`config.mk`:
```
export PLATFORM = sky130hd
export DESIGN_NAME = trivium_keystream_gen_flat
export DESIGN_NICKNAME = d
export VERILOG_FILES = /design/src/rtl/trivium_pkg.sv /design/src/rtl/trivium_keystream_gen_if.sv /design/src/rtl/trivium_round.sv /design/src/rtl/trivium_keystream_gen.sv /design/src/flat_wrapper.sv
export SDC_FILE = /design/constraint.sdc
export NUM_CORES = 1
export LEC_CHECK = 0
export ABC_AREA = 0
export CORE_MARGIN = 3
export CORE_UTILIZATION = 30
export DETAILED_ROUTE_END_ITERATION = 6
export DONT_BUFFER_PORTS = 1
export PLACE_DENSITY = 0.5
export REMOVE_ABC_BUFFERS = 1
export SETUP_SLACK_MARGIN = 0.4
export SLEW_MARGIN = 20
export SYNTH_ARGS = -nofsm -noshare
export SYNTH_HDL_FRONTEND = slang
export SYNTH_SLANG_ARGS = --single-unit
```
`constraint.sdc`:
```
create_clock -name clk -period 11.9 [get_ports clk]
set_input_delay 2.38 -clock clk [delete_from_list [all_inputs] [get_ports clk]]
set_output_delay 2.38 -clock clk [all_outputs]
set_load 0.01 [all_outputs]
```
`src/rtl/trivium_pkg.sv`:
```
// Shared constants, FSM state type and parameter check for the Trivium keystream core.
package trivium_pkg;

  localparam int KEY_BYTES    = 10;
  localparam int IV_BYTES     = 10;
  localparam int LOAD_BYTES   = KEY_BYTES + IV_BYTES;
  localparam int STATE_BITS   = 288;
  localparam int WARMUP_STEPS = 1152;

  typedef enum logic [1:0] {
    IDLE   = 2'd0,
    LOAD   = 2'd1,
    WARMUP = 2'd2,
    RUN    = 2'd3
  } state_t;

  // Steps per cycle must divide the warm-up evenly and stay a power of two up to 64.
  function automatic bit w_is_legal(input int w);
    return (w == 1) || (w == 2) || (w == 4) || (w == 8) ||
           (w == 16) || (w == 32) || (w == 64);
  endfunction

endpackage

```
`src/rtl/trivium_keystream_gen_if.sv`:
```
// Load and keystream handshake bundle of the Trivium keystream core.
// Handshake rule for both channels: a transfer happens on a rising clock edge
// where valid and ready are both 1; the source holds its data stable while
// valid=1 and ready=0; ready never depends combinationally on valid.
// init is a one-cycle command that wins over any transfer in the same cycle.
interface trivium_keystream_gen_if #(parameter int W = 8);
  logic         init;
  logic         load_valid;
  logic [7:0]   load_data;
  logic         load_ready;
  logic         ks_valid;
  logic         ks_ready;
  logic [W-1:0] ks_data;
  logic         busy;

  modport master (
    output init, load_valid, load_data, ks_ready,
    input  load_ready, ks_valid, ks_data, busy
  );

  modport slave (
    input  init, load_valid, load_data, ks_ready,
    output load_ready, ks_valid, ks_data, busy
  );
endinterface

```
`src/rtl/trivium_round.sv`:
```
// One combinational Trivium step: 288-bit state in, advanced state and one keystream bit out.
// Bit index k of the vectors holds Trivium state bit s(k+1).
module trivium_round
  import trivium_pkg::*;
(
  input  logic [STATE_BITS-1:0] s_in,
  output logic [STATE_BITS-1:0] s_out,
  output logic                  z
);

  logic t1, t2, t3;
  logic f1, f2, f3;

  // Output taps, nonlinear feedback and the three register shifts.
  always_comb begin
    t1    = s_in[65]  ^ s_in[92];
    t2    = s_in[161] ^ s_in[176];
    t3    = s_in[242] ^ s_in[287];
    z     = t1 ^ t2 ^ t3;
    f1    = t1 ^ (s_in[90]  & s_in[91])  ^ s_in[170];
    f2    = t2 ^ (s_in[174] & s_in[175]) ^ s_in[263];
    f3    = t3 ^ (s_in[285] & s_in[286]) ^ s_in[68];
    s_out = {s_in[286:177], f2, s_in[175:93], f1, s_in[91:0], f3};
  end

endmodule

```
`src/rtl/trivium_keystream_gen.sv`:
```
// Trivium keystream generator: byte-wise key/IV load, 1152-step warm-up,
// then W keystream bits per accepted word (bit 0 is the earliest bit).
module trivium_keystream_gen
  import trivium_pkg::*;
#(
  parameter int W = 8
)
(
  input  logic                   clk,
  input  logic                   rst,
  trivium_keystream_gen_if.slave bus,
  output state_t                 state_dbg
);

  localparam int WARM_CYCLES = WARMUP_STEPS / W;
  localparam int WCW         = $clog2(WARM_CYCLES + 1);

  if (!w_is_legal(W)) begin : g_bad_w
    $error("trivium_keystream_gen: W must be 1, 2, 4, 8, 16, 32 or 64");
  end

  state_t                st, st_nxt;
  logic [4:0]            byte_cnt;
  logic [WCW-1:0]        warm_cnt;
  logic [STATE_BITS-1:0] s;
  logic [STATE_BITS-1:0] s_adv;
  logic [W-1:0]          z_vec;
  logic [8:0]            base;
  logic                  accept;
  logic                  xfer;
  logic                  last_byte;
  logic                  warm_done;

  // init wins over a byte accept or a keystream transfer in the same cycle.
  assign accept    = bus.load_valid && (st == LOAD) && !bus.init;
  assign xfer      = (st == RUN) && bus.ks_ready && !bus.init;
  assign last_byte = accept && (byte_cnt == 5'(LOAD_BYTES - 1));
  assign warm_done = (warm_cnt == WCW'(WARM_CYCLES - 1));

  // Chain of W single-step rounds; z bit g is keystream bit g of the word.
  for (genvar g = 0; g < W; g++) begin : g_round
    logic [STATE_BITS-1:0] cur;
    logic [STATE_BITS-1:0] nxt;
    logic                  zb;
    if (g == 0) begin : g_first
      assign cur = s;
    end else begin : g_next
      assign cur = g_round[g-1].nxt;
    end
    trivium_round u_round (
      .s_in  (cur),
      .s_out (nxt),
      .z     (zb)
    );
    assign z_vec[g] = zb;
  end
  assign s_adv = g_round[W-1].nxt;

  // Key bytes land at s1.., IV bytes at s94..; bit j of byte i is the (8i+j+1)th bit.
  always_comb begin
    base = 9'd0;
    if (byte_cnt < 5'(KEY_BYTES)) base = 9'(byte_cnt) * 9'd8;
    else                          base = 9'd93 + 9'(byte_cnt - 5'(KEY_BYTES)) * 9'd8;
  end

  // FSM state register.
  always_ff @(posedge clk or posedge rst) begin
    if (rst) st <= IDLE;
    else     st <= st_nxt;
  end

  // FSM next-state logic.
  always_comb begin
    st_nxt = st;
    if (bus.init) begin
      st_nxt = LOAD;
    end else begin
      case (st)
        IDLE:    st_nxt = IDLE;
        LOAD:    if (last_byte) st_nxt = WARMUP;
        WARMUP:  if (warm_done) st_nxt = RUN;
        RUN:     st_nxt = RUN;
        default: st_nxt = IDLE;
      endcase
    end
  end

  // Byte and warm-up counters, both restarted by init.
  always_ff @(posedge clk or posedge rst) begin
    if (rst) begin
      byte_cnt <= '0;
      warm_cnt <= '0;
    end else if (bus.init) begin
      byte_cnt <= '0;
      warm_cnt <= '0;
    end else begin
      if (accept)        byte_cnt <= byte_cnt + 5'd1;
      if (st == WARMUP)  warm_cnt <= warm_cnt + WCW'(1);
    end
  end

  // Cipher state: cleared on init, filled byte-wise, advanced in warm-up and per transfer.
  always_ff @(posedge clk or posedge rst) begin
    if (rst) begin
      s <= '0;
    end else if (bus.init) begin
      s <= '0;
    end else if (accept) begin
      s[base +: 8] <= bus.load_data;
      if (last_byte) s[287:285] <= 3'b111;
    end else if ((st == WARMUP) || xfer) begin
      s <= s_adv;
    end
  end

  assign bus.load_ready = (st == LOAD);
  assign bus.ks_valid   = (st == RUN);
  assign bus.ks_data    = (st == RUN) ? z_vec : '0;
  assign bus.busy       = (st == LOAD) || (st == WARMUP);
  assign state_dbg      = st;

endmodule

```
`src/flat_wrapper.sv`:
```
// flat-port wrapper written by rule: the top's interface ports become plain ports
module trivium_keystream_gen_flat import trivium_pkg::*;
#(
  parameter int W = 8
)
  (clk, rst, state_dbg, bus_init, bus_load_valid, bus_load_data, bus_ks_ready, bus_load_ready, bus_ks_valid, bus_ks_data, bus_busy);
  trivium_keystream_gen_if #(.W(W)) bus_i ();
  input  logic clk;
  input  logic rst;
  output state_t state_dbg;
  input wire logic [$bits(bus_i.init)-1:0] bus_init;
  input wire logic [$bits(bus_i.load_valid)-1:0] bus_load_valid;
  input wire logic [$bits(bus_i.load_data)-1:0] bus_load_data;
  input wire logic [$bits(bus_i.ks_ready)-1:0] bus_ks_ready;
  output wire logic [$bits(bus_i.load_ready)-1:0] bus_load_ready;
  output wire logic [$bits(bus_i.ks_valid)-1:0] bus_ks_valid;
  output wire logic [$bits(bus_i.ks_data)-1:0] bus_ks_data;
  output wire logic [$bits(bus_i.busy)-1:0] bus_busy;
  assign bus_i.init = bus_init;
  assign bus_i.load_valid = bus_load_valid;
  assign bus_i.load_data = bus_load_data;
  assign bus_i.ks_ready = bus_ks_ready;
  assign bus_load_ready = bus_i.load_ready;
  assign bus_ks_valid = bus_i.ks_valid;
  assign bus_ks_data = bus_i.ks_data;
  assign bus_busy = bus_i.busy;
  trivium_keystream_gen #(.W(W)) u_core (.clk(clk), .rst(rst), .bus(bus_i), .state_dbg(state_dbg));
endmodule
```
Yosys cells after proc, flatten, opt, wreduce, memory -nomap -nowiden
Index checks and enable logic that the tools add are counted.
{ "word_totals": {"reg_bits": 303, "latch_bits": 0, "ramBits": 0, "mem_bits_ro": 0, "out_inout_bits": 13, "mem_count": 0} }
{ "classes": {"addsub": 5, "n_mul": 0, "div_mod_pow": 0, "order_cmp": 1, "eq_ne": 7, "n_shift": 2, "mux": 15, "bitwise": 112, "reduce_logical": 13} }
{ "ops": {"columns": ["cell", "count"], "rows": [
  ["$mux W288", 3],
  ["$bwmux W288", 1],
  ["$shift A8 B11 Y288 const A", 1],
  ["$shiftx A8 B11 Y288", 1],
  ["$xor A1 B1 Y1", 88],
  ["$and A1 B1 Y1", 24],
  ["$mux W8", 3],
  ["$neg A9 Y11", 1],
  ["$mux W5", 2],
  ["$add A7 B9 Y9 const A", 1],
  ["$mux W9", 1],
  ["$add A8 B1 Y8 const B", 1],
  ["$eq A8 B8 Y1 const B", 1],
  ["$pmux W2 S4", 1],
  ["$mux W2", 3],
  ["$ne A3 B2 Y1 const B", 2],
  ["$sub A5 B4 Y6 const B", 1],
  ["$add A5 B1 Y5 const B", 1],
  ["$eq A5 B5 Y1 const B", 1],
  ["$logic_and A1 B1 Y1", 5],
  ["$lt A5 B4 Y1 const B", 1],
  ["$eq A2 B2 Y1 const B", 2],
  ["$reduce_bool A2 Y1", 2],
  ["$mux W3", 1],
  ["6 further kinds", 7]
]} }

Depth between registers and ports, before layout
{ "logic_depth": {"word_depth": 9, "mapped_depth": 19, "depth_no_buf": 12} }

Cells and area by module
From an unflattened synthesis, not the netlist that was laid out.
{ "hier_totals": {"hier_cells": 4133, "hier_area_um2": 34803.4} }
{ "by_module_without_submodules": {"columns": ["mod", "instances", "cells_per_inst", "area_each_um2"], "rows": [
  ["trivium_round", 8, 298, 2308.5],
  ["trivium_keystream_gen", 1, 1749, 16335.7]
]} }

Worst setup path before layout
No wires, ideal clock.
{ "synth_timing": {"kind": "input-to-reg", "from": "in bus_load_valid", "to": "reg u_core.s[101] (netlist: u_core.g_round[0].cur[101])", "t_arrival_ns": 4.220, "t_required_ns": 11.775, "setup_slack_ns": 7.555, "path_stages": 9, "path_cell_list": "and2_1 > clkbuf_1 > nor2_1 > and2_1 > clkbuf_1 > buf_2 > clkbuf_1 > nor2_1 > mux2_2"} }
{ "synth_via": {"elab_chain_cells": 4} }
{ "synth_rtl": {"columns": ["item", "line", "source"], "rows": [
  ["start: declaration", "flat_wrapper.sv:12", "input wire logic [$bits(bus_i.load_valid)-1:0] bus_load_valid;"],
  ["$logic_and A1 B1 Y1 * (2 in series)", "trivium_keystream_gen.sv:35", "assign accept = bus.load_valid && (st == LOAD) && !bus.init;"],
  ["$mux W288", "trivium_keystream_gen.sv:108", "end else if (accept) begin"],
  ["$mux W288", "trivium_keystream_gen.sv:106", "end else if (bus.init) begin"],
  ["end signal: indexed assignment", "trivium_keystream_gen.sv:109", "s[base +: 8] <= bus.load_data;"],
  ["end signal: assignment", "trivium_keystream_gen.sv:112", "s <= s_adv;"],
  ["end: declaration", "trivium_keystream_gen.sv:25", "logic [STATE_BITS-1:0] s;"]
]} }
Every way passes the cells marked *; elsewhere a longest branch is shown, timed or not.
A chain may end at the register's enable or synchronous reset.

Worst setup path in the final report
{ "layout_timing": {"from": "reg u_core.byte_cnt[2]", "to": "reg u_core.s[97] (netlist: u_core.g_round[0].cur[97])"} }
{ "layout_via": {"elab_chain_cells": 8} }
{ "layout_rtl": {"columns": ["item", "line", "source"], "rows": [
  ["start: declaration", "trivium_keystream_gen.sv:23", "logic [4:0] byte_cnt;"],
  ["start signal: assignment", "trivium_keystream_gen.sv:97", "if (accept) byte_cnt <= byte_cnt + 5'd1;"],
  ["$sub A5 B4 Y6", "trivium_keystream_gen.sv:63", "else base = 9'd93 + 9'(byte_cnt - 5'(KEY_BYTES)) * 9'd8;"],
  ["$add A7 B9 Y9", "trivium_keystream_gen.sv:63", null],
  ["$mux W9 *", "trivium_keystream_gen.sv:62", "if (byte_cnt < 5'(KEY_BYTES)) base = 9'(byte_cnt) * 9'd8;"],
  ["$neg A9 Y11 *", "trivium_keystream_gen.sv:109", null],
  ["$shiftx A8 B11 Y288 or $shift A8 B11 Y288 (tied branches)", "trivium_keystream_gen.sv:109", null],
  ["$bwmux W288 *", "trivium_keystream_gen.sv:109", null],
  ["$mux W288 *", "trivium_keystream_gen.sv:108", null],
  ["$mux W288 *", "trivium_keystream_gen.sv:106", null]
]} }
Marked as above.

==> flow_metrics.env <==
export IMPL_drive_gt1_frac=0.1470
export IMPL_clk_path_buf_depth=3
export IMPL_yosysUniqueCellTypes=82
export IMPL_initial_core_util=0.3046
export IMPL_routedWlPerCell_um=28.58
export IMPL_period_minus_slack_ns=5.426
export IMPL_ys_warn_count=0
export IMPL_crit_fanout=34
export IMPL_yosys_register_bits=303
export IMPL_path_clk_slew_ns=0.06
export IMPL_status="finished, final reports clean"
export IMPL_gr_usage_all_layers=0.2385
export IMPL_tightest_slew_ns=1.166
export IMPL_clock_latency_ns=0.58
export IMPL_slowest_stage="o21ai_1"
export IMPL_hold_ws_ns=0.4815
export IMPL_finalSetupViolCount=0
export IMPL_grt_max_degree=101
export IMPL_ctsRootBufferMaster="clkbuf_16"
export IMPL_cp_start_kind="register"
export IMPL_areaGrowthSynthToFinish_pct=12.09
export IMPL_dieArea_sq_um=61740
export IMPL_period_share=0.4560
export IMPL_timing_slew_headroom=0.2200
export IMPL_cp_required_ns=12.36
export IMPL_antenna_found_initial=1
export IMPL_synth_edf_count=0
export IMPL_port_buffer_count=0
export IMPL_hpwl_um=53430
export IMPL_gp_congestion=0.9958
export IMPL_cts_setup_buffers=0
export IMPL_post_cts_resized=0
export IMPL_netlist_area_leader_share=0.4298
export IMPL_synth_area_leader_cell="dfrtp_1"
export IMPL_dominantRegCellSynth="dfrtp_1"
export IMPL_cts_sinks=303
export IMPL_max_stage_delay_ns=0.61
export IMPL_antenna_cells=0
export IMPL_finalSetupTns_ns=0
export IMPL_ys_top_cells_by_count="dfrtp_1 (303), nand2_1 (272), nor2_1 (177), o21ai_0 (140), a21oi_1 (122)"
export IMPL_rsz0062_at_grt="false"
export IMPL_route_detailed_drc=0
export IMPL_vias=16212
export IMPL_chipWidth_um=248.5
export IMPL_io_pins=26
export IMPL_grt_ovfl_total=0
export IMPL_ant_nets=0
export IMPL_fp_dieH_um=248.5
export IMPL_ir_drop_mv=0.09338
export IMPL_rows=88
export IMPL_drt_pass1_iter_count=6
export IMPL_seq_area_frac_synth=0.4298
export IMPL_critical_path_arrival_ns=5.89
export IMPL_final_area_sq_um=19770
export IMPL_coreArea_sq_um=57920
export IMPL_fin_util=0.3414
export IMPL_drv_cap=0
export IMPL_finalHoldViolCount=0
export IMPL_dpl_cell_count=2591
export IMPL_drv_slew=0
export IMPL_async_flop_share=1.000
export IMPL_wirelength_um=76110
export IMPL_nets=1894
export IMPL_cp_common_cell="nand2_1"
export IMPL_end_kind="register"
export IMPL_numCtsBuffers=39
export IMPL_path_cells="o21a_1, nor2_4, inv_2, ha_1, buf_4, a2111o_1, nand2_1, a211o_1, nand2_2, nand2_1, o21ai_1, mux2_2"
export IMPL_grt_pass1_wl_um=111400
export IMPL_holdBufCountCts=0
export IMPL_htreeDepth=2
export IMPL_powerDensity_nw_per_um2=244.3
export IMPL_postSynthAreaPerCell_sq_um=9.260
export IMPL_netlist_area_sq_um=17640
export IMPL_p_leak_nw=7.957
export IMPL_fin_skew_ns=0.02454
export IMPL_syn_inst=1905
export IMPL_placed_cell_area_sq_um=18430
export IMPL_drtIter0Drc=2226
export IMPL_timing_fmax_ghz=0.1843
export IMPL_min_path_type="reg -> reg"
export IMPL_critPathKind="reg -> reg"
export IMPL_final_cells=2663
export IMPL_synth_area_top_cells="dfrtp_1 (43%), mux2_2 (6.8%), nand2_1 (5.8%), a22oi_1 (4.1%), o21ai_0 (4.0%)"
export IMPL_post_synth_top_count_cell="dfrtp_1"
export IMPL_nFillCells=6060
export IMPL_cts_tree="done"
export IMPL_grt_pass1_vias=15738
export IMPL_vias_per_cell=6.088
cells by family after synthesis:
kind of cell / share of synthesized area
compound gates: 0.2519
simple gates: 0.1487
flops: 0.4298
buf+inv: 0.03440
mux: 0.07434
xor+xnor: 0.05164
fa+ha+maj: 0.009221
cell usage in the layout, fill, tap and decap left out, types with 11 or more instances in the layout:
master and count:
dfrtp_1 303, o21ai_0 138, nor3_1 19, a22oi_1 96
clkbuf_8 13, nand3_1 25, a21oi_1 120, a31oi_1 14
o211ai_1 14, ha_1 13, nand4_1 12, buf_4 41
a22o_1 39, nor2_1 174, o21ai_1 11, nor3_2 11
a32oi_1 42, clkbuf_16 40, a32o_1 16, nand2_1 271
and2_1 23, xnor2_1 57, a211oi_1 13, xor2_1 46
o31ai_1 32, o21a_1 15, mux2_2 106, inv_1 16
area by class of cell:
cell class / instances / area (sq um) / area share
clock inverter: 11 / 98.84 / 0.004999
tap: 765 / 957.2 / 0.04841
inverter: 19 / 78.83 / 0.003987
multi-input combinational: 1463 / 9513 / 0.4811
timing repair buffer: 42 / 335.3 / 0.01696
sequential: 303 / 7582 / 0.3835
clock buffer: 60 / 1206 / 0.06100
metal layers:
| layer | share of wire | vias to the layer above | global-route usage |
|---|---|---|---|
| li1 | - | 6897 | - |
| met1 | 0.41 | 8065 | 0.3227 |
| met2 | 0.43 | 1017 | 0.3573 |
| met3 | 0.11 | 231 | 0.06485 |
| met4 | 0.049 | 2 | 0.1037 |
| met5 | 0.00014 | - | 0 |
critical path, delay by kind of cell, from the launching register on:
kind | cells | cell delay (ns)
DFF | 1 | 0.60
muxes | 1 | 0.40
and+or+nand+nor | 4 | 1.55
adders and majority gates | 1 | 0.42
buffers and inverters | 2 | 0.73
AOI/OAI and AO/OA | 4 | 1.58
report_power, final:
part	total [W]	internal [W]	switching (W)	leakage, nW
logic	0.00205	0.000637	0.00141	3.22
registers	0.00156	0.00130	0.000266	4.08
clock network	0.00122	0.000721	0.000496	0.652
state kept, by name, summed over array words and instances (netlist names):
signal / cells
u_core.state_dbg: 2
u_core.g_round.cur: 288
u_core.byte_cnt: 5
u_core.warm_cnt: 8
final timing paths:
kind	start	end	slack, ns	cells past startpoint
worst max-delay path	u_core.byte_cnt[2]$_DFFE_PP0P_	u_core.g_round[0].cur[97]$_DFFE_PP0P_	6.47	12
worst min-delay path	u_core.g_round[0].cur[218]$_DFFE_PP0P_	u_core.g_round[0].cur[218]$_DFFE_PP0P_	0.48	2
worst max register to register	u_core.byte_cnt[2]$_DFFE_PP0P_	u_core.g_round[0].cur[97]$_DFFE_PP0P_	6.47	12
worst min register to register	u_core.g_round[0].cur[218]$_DFFE_PP0P_	u_core.g_round[0].cur[218]$_DFFE_PP0P_	0.48	2
max in group asynchronous	rst	u_core.g_round[0].cur[90]$_DFFE_PP0P_	8.63	2
min in group asynchronous	rst	u_core.g_round[0].cur[37]$_DFFE_PP0P_	1.81	1
through the flow:
step	worst slack [ns]	total power, W
final	6.474	0.004829
after CTS	6.639	0.004773
after global routing	6.329	0.005017
after detailed placement	6.311	0.003546
after global placement	6.216	0.003530
after floorplan	-2.396	0.002728
Power figures use the tool's default switching activity.
